## src/rtl/adder_pkg.sv

```systemverilog
// Shared constants and FSM state type for the adder sequencing front end.
// Imported by the driver, its overflow detector and the handshake interface.
package adder_pkg;

  localparam int DATA_W = 32;

  localparam logic [DATA_W-1:0] INT_MIN = 32'h8000_0000;
  localparam logic [DATA_W-1:0] INT_MAX = 32'h7fff_ffff;

  typedef enum logic [1:0] {
    IDLE,
    WAIT,
    HOLD
  } state_t;

endpackage

```

## src/rtl/adder_driver_if.sv

```systemverilog
// Operand and result valid/ready channels of the adder driver.
// The slave side is the driver; the master side is its producer/consumer.
interface adder_driver_if
  import adder_pkg::*;
#(
  parameter int DATA_W = adder_pkg::DATA_W
);

  logic              op_valid;
  logic              op_ready;
  logic [DATA_W-1:0] op_a;
  logic [DATA_W-1:0] op_b;
  logic              op_sub;

  logic              res_valid;
  logic              res_ready;
  logic [DATA_W-1:0] res_data;
  logic              res_ovf;

  modport master (
    output op_valid,
    output op_a,
    output op_b,
    output op_sub,
    output res_ready,
    input  op_ready,
    input  res_valid,
    input  res_data,
    input  res_ovf
  );

  modport slave (
    input  op_valid,
    input  op_a,
    input  op_b,
    input  op_sub,
    input  res_ready,
    output op_ready,
    output res_valid,
    output res_data,
    output res_ovf
  );

endinterface

```

## src/rtl/adder_ovf_detect.sv

```systemverilog
// Signed overflow of A+B or A-B from the operand and sum sign bits.
// b_sign is the original B sign, so B = INT_MIN subtracts correctly.
module adder_ovf_detect
  import adder_pkg::*;
(
  input  logic a_sign,
  input  logic b_sign,
  input  logic s_sign,
  input  logic sub,
  output logic ovf
);

  logic same_dir;

  always_comb begin
    same_dir = sub ? (a_sign != b_sign)
                   : (a_sign == b_sign);
    ovf      = same_dir && (s_sign != a_sign);
  end

endmodule

```

## src/rtl/adder_driver.sv

```systemverilog
// Sequences operand pairs into an add-only core of fixed latency and
// returns sum/difference plus signed overflow on a result channel.
module adder_driver
#(
  parameter int DATA_W  = adder_pkg::DATA_W,
  parameter int LATENCY = 0
)(
  input  logic              clk,
  input  logic              rst_n,
  adder_driver_if.slave     bus,
  output logic [DATA_W-1:0] add_in_0,
  output logic [DATA_W-1:0] add_in_1,
  input  logic [DATA_W-1:0] add_out
);

  import adder_pkg::*;

  localparam int CW =
    (LATENCY > 0) ? $clog2(LATENCY + 1) : 1;

  state_t            state;
  state_t            nstate;
  logic [CW-1:0]     cnt;
  logic              a_sign;
  logic              b_sign;
  logic              sub_q;
  logic              accept;
  logic              capture;
  logic              ovf;
  logic [DATA_W-1:0] res_q;
  logic              ovf_q;

  always_ff @(posedge clk or negedge rst_n) begin
    if (!rst_n) begin
      state <= IDLE;
    end else begin
      state <= nstate;
    end
  end

  always_comb begin
    nstate = state;
    unique case (state)
      IDLE: if (bus.op_valid)     nstate = WAIT;
      WAIT: if (cnt == '0)        nstate = HOLD;
      HOLD: if (bus.res_ready)    nstate = IDLE;
      default:                    nstate = IDLE;
    endcase
  end

  always_comb begin
    bus.op_ready  = (state == IDLE);
    bus.res_valid = (state == HOLD);
    accept        = (state == IDLE) && bus.op_valid;
    capture       = (state == WAIT) && (cnt == '0);
  end

  // Negation wraps, so -INT_MIN feeds INT_MIN to the core.
  always_ff @(posedge clk or negedge rst_n) begin
    if (!rst_n) begin
      add_in_0 <= '0;
      add_in_1 <= '0;
      a_sign   <= 1'b0;
      b_sign   <= 1'b0;
      sub_q    <= 1'b0;
      cnt      <= '0;
      res_q    <= '0;
      ovf_q    <= 1'b0;
    end else begin
      if (accept) begin
        add_in_0 <= bus.op_a;
        add_in_1 <= bus.op_sub
                    ? (~bus.op_b + DATA_W'(1))
                    : bus.op_b;
        a_sign   <= bus.op_a[DATA_W-1];
        b_sign   <= bus.op_b[DATA_W-1];
        sub_q    <= bus.op_sub;
        cnt      <= CW'(LATENCY);
      end else if (state == WAIT
                   && cnt != '0) begin
        cnt <= cnt - CW'(1);
      end
      if (capture) begin
        res_q <= add_out;
        ovf_q <= ovf;
      end
    end
  end

  adder_ovf_detect u_ovf (
    .a_sign (a_sign),
    .b_sign (b_sign),
    .s_sign (add_out[DATA_W-1]),
    .sub    (sub_q),
    .ovf    (ovf)
  );

  assign bus.res_data = res_q;
  assign bus.res_ovf  = ovf_q;

endmodule

```

## src/flat_wrapper.sv

```systemverilog
// flat-port wrapper written by rule: the top's interface ports become plain ports
module adder_driver_flat import adder_pkg::*;
#(
  parameter int DATA_W  = adder_pkg::DATA_W,
  parameter int LATENCY = 0
)
  (clk, rst_n, add_in_0, add_in_1, add_out, bus_op_valid, bus_op_a, bus_op_b, bus_op_sub, bus_res_ready, bus_op_ready, bus_res_valid, bus_res_data, bus_res_ovf);
  adder_driver_if #(.DATA_W(DATA_W)) bus_i ();
  input  logic clk;
  input  logic rst_n;
  output logic [DATA_W-1:0] add_in_0;
  output logic [DATA_W-1:0] add_in_1;
  input  logic [DATA_W-1:0] add_out;
  input wire logic [$bits(bus_i.op_valid)-1:0] bus_op_valid;
  input wire logic [$bits(bus_i.op_a)-1:0] bus_op_a;
  input wire logic [$bits(bus_i.op_b)-1:0] bus_op_b;
  input wire logic [$bits(bus_i.op_sub)-1:0] bus_op_sub;
  input wire logic [$bits(bus_i.res_ready)-1:0] bus_res_ready;
  output wire logic [$bits(bus_i.op_ready)-1:0] bus_op_ready;
  output wire logic [$bits(bus_i.res_valid)-1:0] bus_res_valid;
  output wire logic [$bits(bus_i.res_data)-1:0] bus_res_data;
  output wire logic [$bits(bus_i.res_ovf)-1:0] bus_res_ovf;
  assign bus_i.op_valid = bus_op_valid;
  assign bus_i.op_a = bus_op_a;
  assign bus_i.op_b = bus_op_b;
  assign bus_i.op_sub = bus_op_sub;
  assign bus_i.res_ready = bus_res_ready;
  assign bus_op_ready = bus_i.op_ready;
  assign bus_res_valid = bus_i.res_valid;
  assign bus_res_data = bus_i.res_data;
  assign bus_res_ovf = bus_i.res_ovf;
  adder_driver #(.DATA_W(DATA_W), .LATENCY(LATENCY)) u_core (.clk(clk), .rst_n(rst_n), .bus(bus_i), .add_in_0(add_in_0), .add_in_1(add_in_1), .add_out(add_out));
endmodule
```

## config.mk

```make
export PLATFORM = sky130hd
export DESIGN_NAME = adder_driver_flat
export DESIGN_NICKNAME = d
export VERILOG_FILES = /design/src/rtl/adder_pkg.sv /design/src/rtl/adder_driver_if.sv /design/src/rtl/adder_ovf_detect.sv /design/src/rtl/adder_driver.sv /design/src/flat_wrapper.sv
export SDC_FILE = /design/constraint.sdc
export NUM_CORES = 1
export LEC_CHECK = 0
export CORE_AREA = 2 2 137 86
export DETAILED_ROUTE_END_ITERATION = 6
export DIE_AREA = 0 0 139 88
export PLACE_DENSITY_LB_ADDON = 0.1
export SLEW_MARGIN = 20
export SYNTH_ARGS = -nofsm -noshare
export SYNTH_HDL_FRONTEND = slang
export SYNTH_SLANG_ARGS = --single-unit
```

## constraint.sdc

```tcl
create_clock -name clk -period 1.86 [get_ports clk]
set_input_delay 0.186 -clock clk [delete_from_list [all_inputs] [get_ports clk]]
set_output_delay 0.186 -clock clk [all_outputs]
set_load 0.01 [all_outputs]
```

==> results.cfg <==
[logic_synthesis]
yosys_warnings = 0
postSynthCellCount = 431
syn_area_per_cell_sq_um = 10.4
ys_seq_area_share_pct = 56.8
syn_area_sq_um = 4500
synth_nets = 533
ys_types = 38
synth-seq-cells = 102

[layout]
n_antenna_cell = 0
final_layout_size_suffix_gt1_share_pct = 19.4
mostFrequentLayoutCells = 188 x clkdlybuf4s50_1, 134 x nand2_1, 102 x dfrtp_1
final_nets = 781
mostFrequentLayoutCell = clkdlybuf4s50_1
synthToLayoutAreaGrowth_pct = 66.7

[floorplan]
chipWidth_um = 139
core_sq_um = 11000
dieArea_sq_um = 12200
io_pins = 200
placementRows = 30
dieHeight_um = 88
initial_core_util_pct = 41.0

[clock_tree]
clock_latency_ps = 340
clockBufferDepth = 2
clk_pin_slew_worst_paths_ps = 70
htree_num_levels = 3
cts_num_sinks = 102
cts_made_buffers = 9
cts_tree = yes
root_buffer = clkbuf_16

[timing]
worst_pin_slew_ps = 502
final_hold_viol_count = 0
period_needed_ps = 1820
rsz0062_at_grt = true
fin_crit_sh_pct = 98.0
fin_tns_setup_ps = 0
setup_viol = 0
relSlewSlack_pct = 66.6
maxSlewViolCount = 0
timing.fmax_mhz = 549
fin_worst_skew_ps = 9.94

[setup_path]
end_kind = flip-flop
critPathMaxFanout = 2
cpMostUsedCell = or4_4
cp.arrival_ps = 2040
path_cells = dlygate4sd2_1, or4_4, or4_4, o31ai_4, xor2_1, o21ai_1
crit_path_start_kind = input port
cp.required_ps = 2080
slowest_delay_ps = 560
criticalPathCategory = in2reg
cpMaxStageDelayCell = or4_4

[pwr]
power_density_nw_per_um2 = 1430
peakVddDrop_mv = 0.745
p_leak_nw = 3.36
total_power_mw = 10.7

[placement]
io_buffers = 199
place.gp.congestion = 0.925
hpwl_um = 9480

[global_routing]
antenna_found_initial = 0
grt_use_total_pct = 21.2
grt_max_degree = 88
grt_overflow = 0
grt_pass1_vias = 4036
grt_pass1_wl_um = 20600

[routing]
ant_nets = 0
wl_per_cell_um = 15.4
drtIter0Drc = 154
wl_um = 12700
drtPass1Iterations = 5
drc = 0
route.vias.total = 3956
viasPerCell = 4.78

[run_status]
status = completed

[min_path]
hp-class = in2reg

[job]
cap_violations = 0
[repair_timing]
action / CTS / global route
hold endpoints to repair: 33 / 0
buffers inserted: 2 / 0
hold buffers: 1 / 0
resized for setup: 6 / 22
pin swaps: 5 / 6
setup endpoints to repair: 2 / 17
[flip-flops by register name, summed over array words and instances, names as in the netlist]
signal	cells
u_core.add_in_1	32
u_core.bus.res_data	32
u_core.add_in_0	31
u_core.state	2
u_core.a_sign	1
u_core.b_sign	1
u_core.bus.res_ovf	1
u_core.cnt	1
u_core.sub_q	1
[power by group]
part           internal [mW]  switching (mW)  leakage [nW]
clock network           1.10           0.852         0.144
registers               3.30           0.594          1.23
logic                   2.83            2.04          1.98
total                   7.23            3.49          3.36
[Yosys cell counts, drive strengths merged]
| cell type | n | area share [%] |
|---|---|---|
| and2 | 1 | 0.14 |
| nand3 | 2 | 0.22 |
| xnor2 | 5 | 0.97 |
| or4 | 2 | 0.42 |
| or3 | 2 | 0.28 |
| nand4b | 1 | 0.19 |
| nand2b | 2 | 0.28 |
| a21o | 1 | 0.17 |
| nand4 | 3 | 0.56 |
| o41ai | 10 | 1.9 |
| a21oi | 5 | 0.56 |
| or2 | 2 | 0.28 |
| nor3 | 2 | 0.22 |
| ha | 1 | 0.28 |
| mux2i | 2 | 0.45 |
| o21a | 1 | 0.17 |
| o21ai | 34 | 3.8 |
| buf | 4 | 0.67 |
| nor4 | 5 | 1.4 |
| nor4b | 1 | 0.19 |
| nand2 | 135 | 11 |
| a41oi | 1 | 0.19 |
| clkbuf | 18 | 1.5 |
| mux2 | 34 | 8.5 |
| xor2 | 25 | 4.9 |
| o31ai | 8 | 1.4 |
| dfrtp | 102 | 57 |
| nor2b | 2 | 0.28 |
| a31oi | 1 | 0.14 |
| inv | 5 | 0.42 |
| nor2 | 12 | 1.0 |
| nor3b | 2 | 0.45 |
[logic make-up after synthesis]
group / Yosys count / synth area share [%]
and+or+nand+nor: 174 / 17.1
DFF: 102 / 56.8
AOI/OAI and AO/OA: 61 / 8.41
muxes: 36 / 8.96
xor gates and xnor gates: 30 / 5.84
buffers and inverters: 27 / 2.59
adders and majority gates: 1 / 0.278
[critical path, delay by kind of cell]
kind,cells,cell delay [ps]
AO/OA/AOI/OAI,2,330
XOR/XNOR,1,180
buffers and inverters,1,240
AND/OR/NAND/NOR,2,1100
[path summary, 6_finish.rpt]
check                              startpoint                  end  slack, ps  depth (start not counted)
setup reg to reg              u_core.state[0]   u_core.add_in_0[0]        200                          5
setup / recovery                 bus_op_b[27]  u_core.add_in_1[31]         40                          6
min in group asynchronous               rst_n  u_core.add_in_0[29]        340                          2
hold reg to reg            u_core.add_in_0[2]   u_core.add_in_0[2]        470                          2
max in group asynchronous               rst_n  u_core.add_in_0[22]        930                          3
hold / removal                    bus_op_b[0]   u_core.add_in_1[0]        260                          4
[layer usage]
layer / global-route usage [%] / part of all wire [%] / vias up
met5: 0 / 0 / -
met4: 4.59 / 0.54 / 0
met3: 7.76 / 8.5 / 5
met2: 34.9 / 46 / 140
met1: 27.5 / 44 / 1865
li1: - / - / 1946
[final cells by class]
type | instances | area [sq um]
Clock buffer | 11 | 243
Timing Repair Buffer | 259 | 2490
Inverter | 5 | 18.8
Multi-Input combinational cell | 302 | 1940
Clock inverter | 5 | 65.1
Fill cell | 829 | 3470
Sequential cell | 102 | 2550
Tap cell | 144 | 180
[metrics by stage]
stage / instances / hold WS [ps] / util (%) / worst slack, ps / instance area [sq um]
floorplan: 431 / -110 / - / 191 / 4500
global placement: 809 / 184 / 64.2 / -371 / 7040
detailed placement: 809 / 184 / 64.2 / -366 / 7040
CTS: 828 / 343 / 67.4 / 15.3 / 7380
global route: 828 / 267 / 68.4 / -22.5 / 7490
finish: 828 / 256 / 68.4 / 37.9 / 7490
Note: power is estimated with default switching activity, not from simulation.
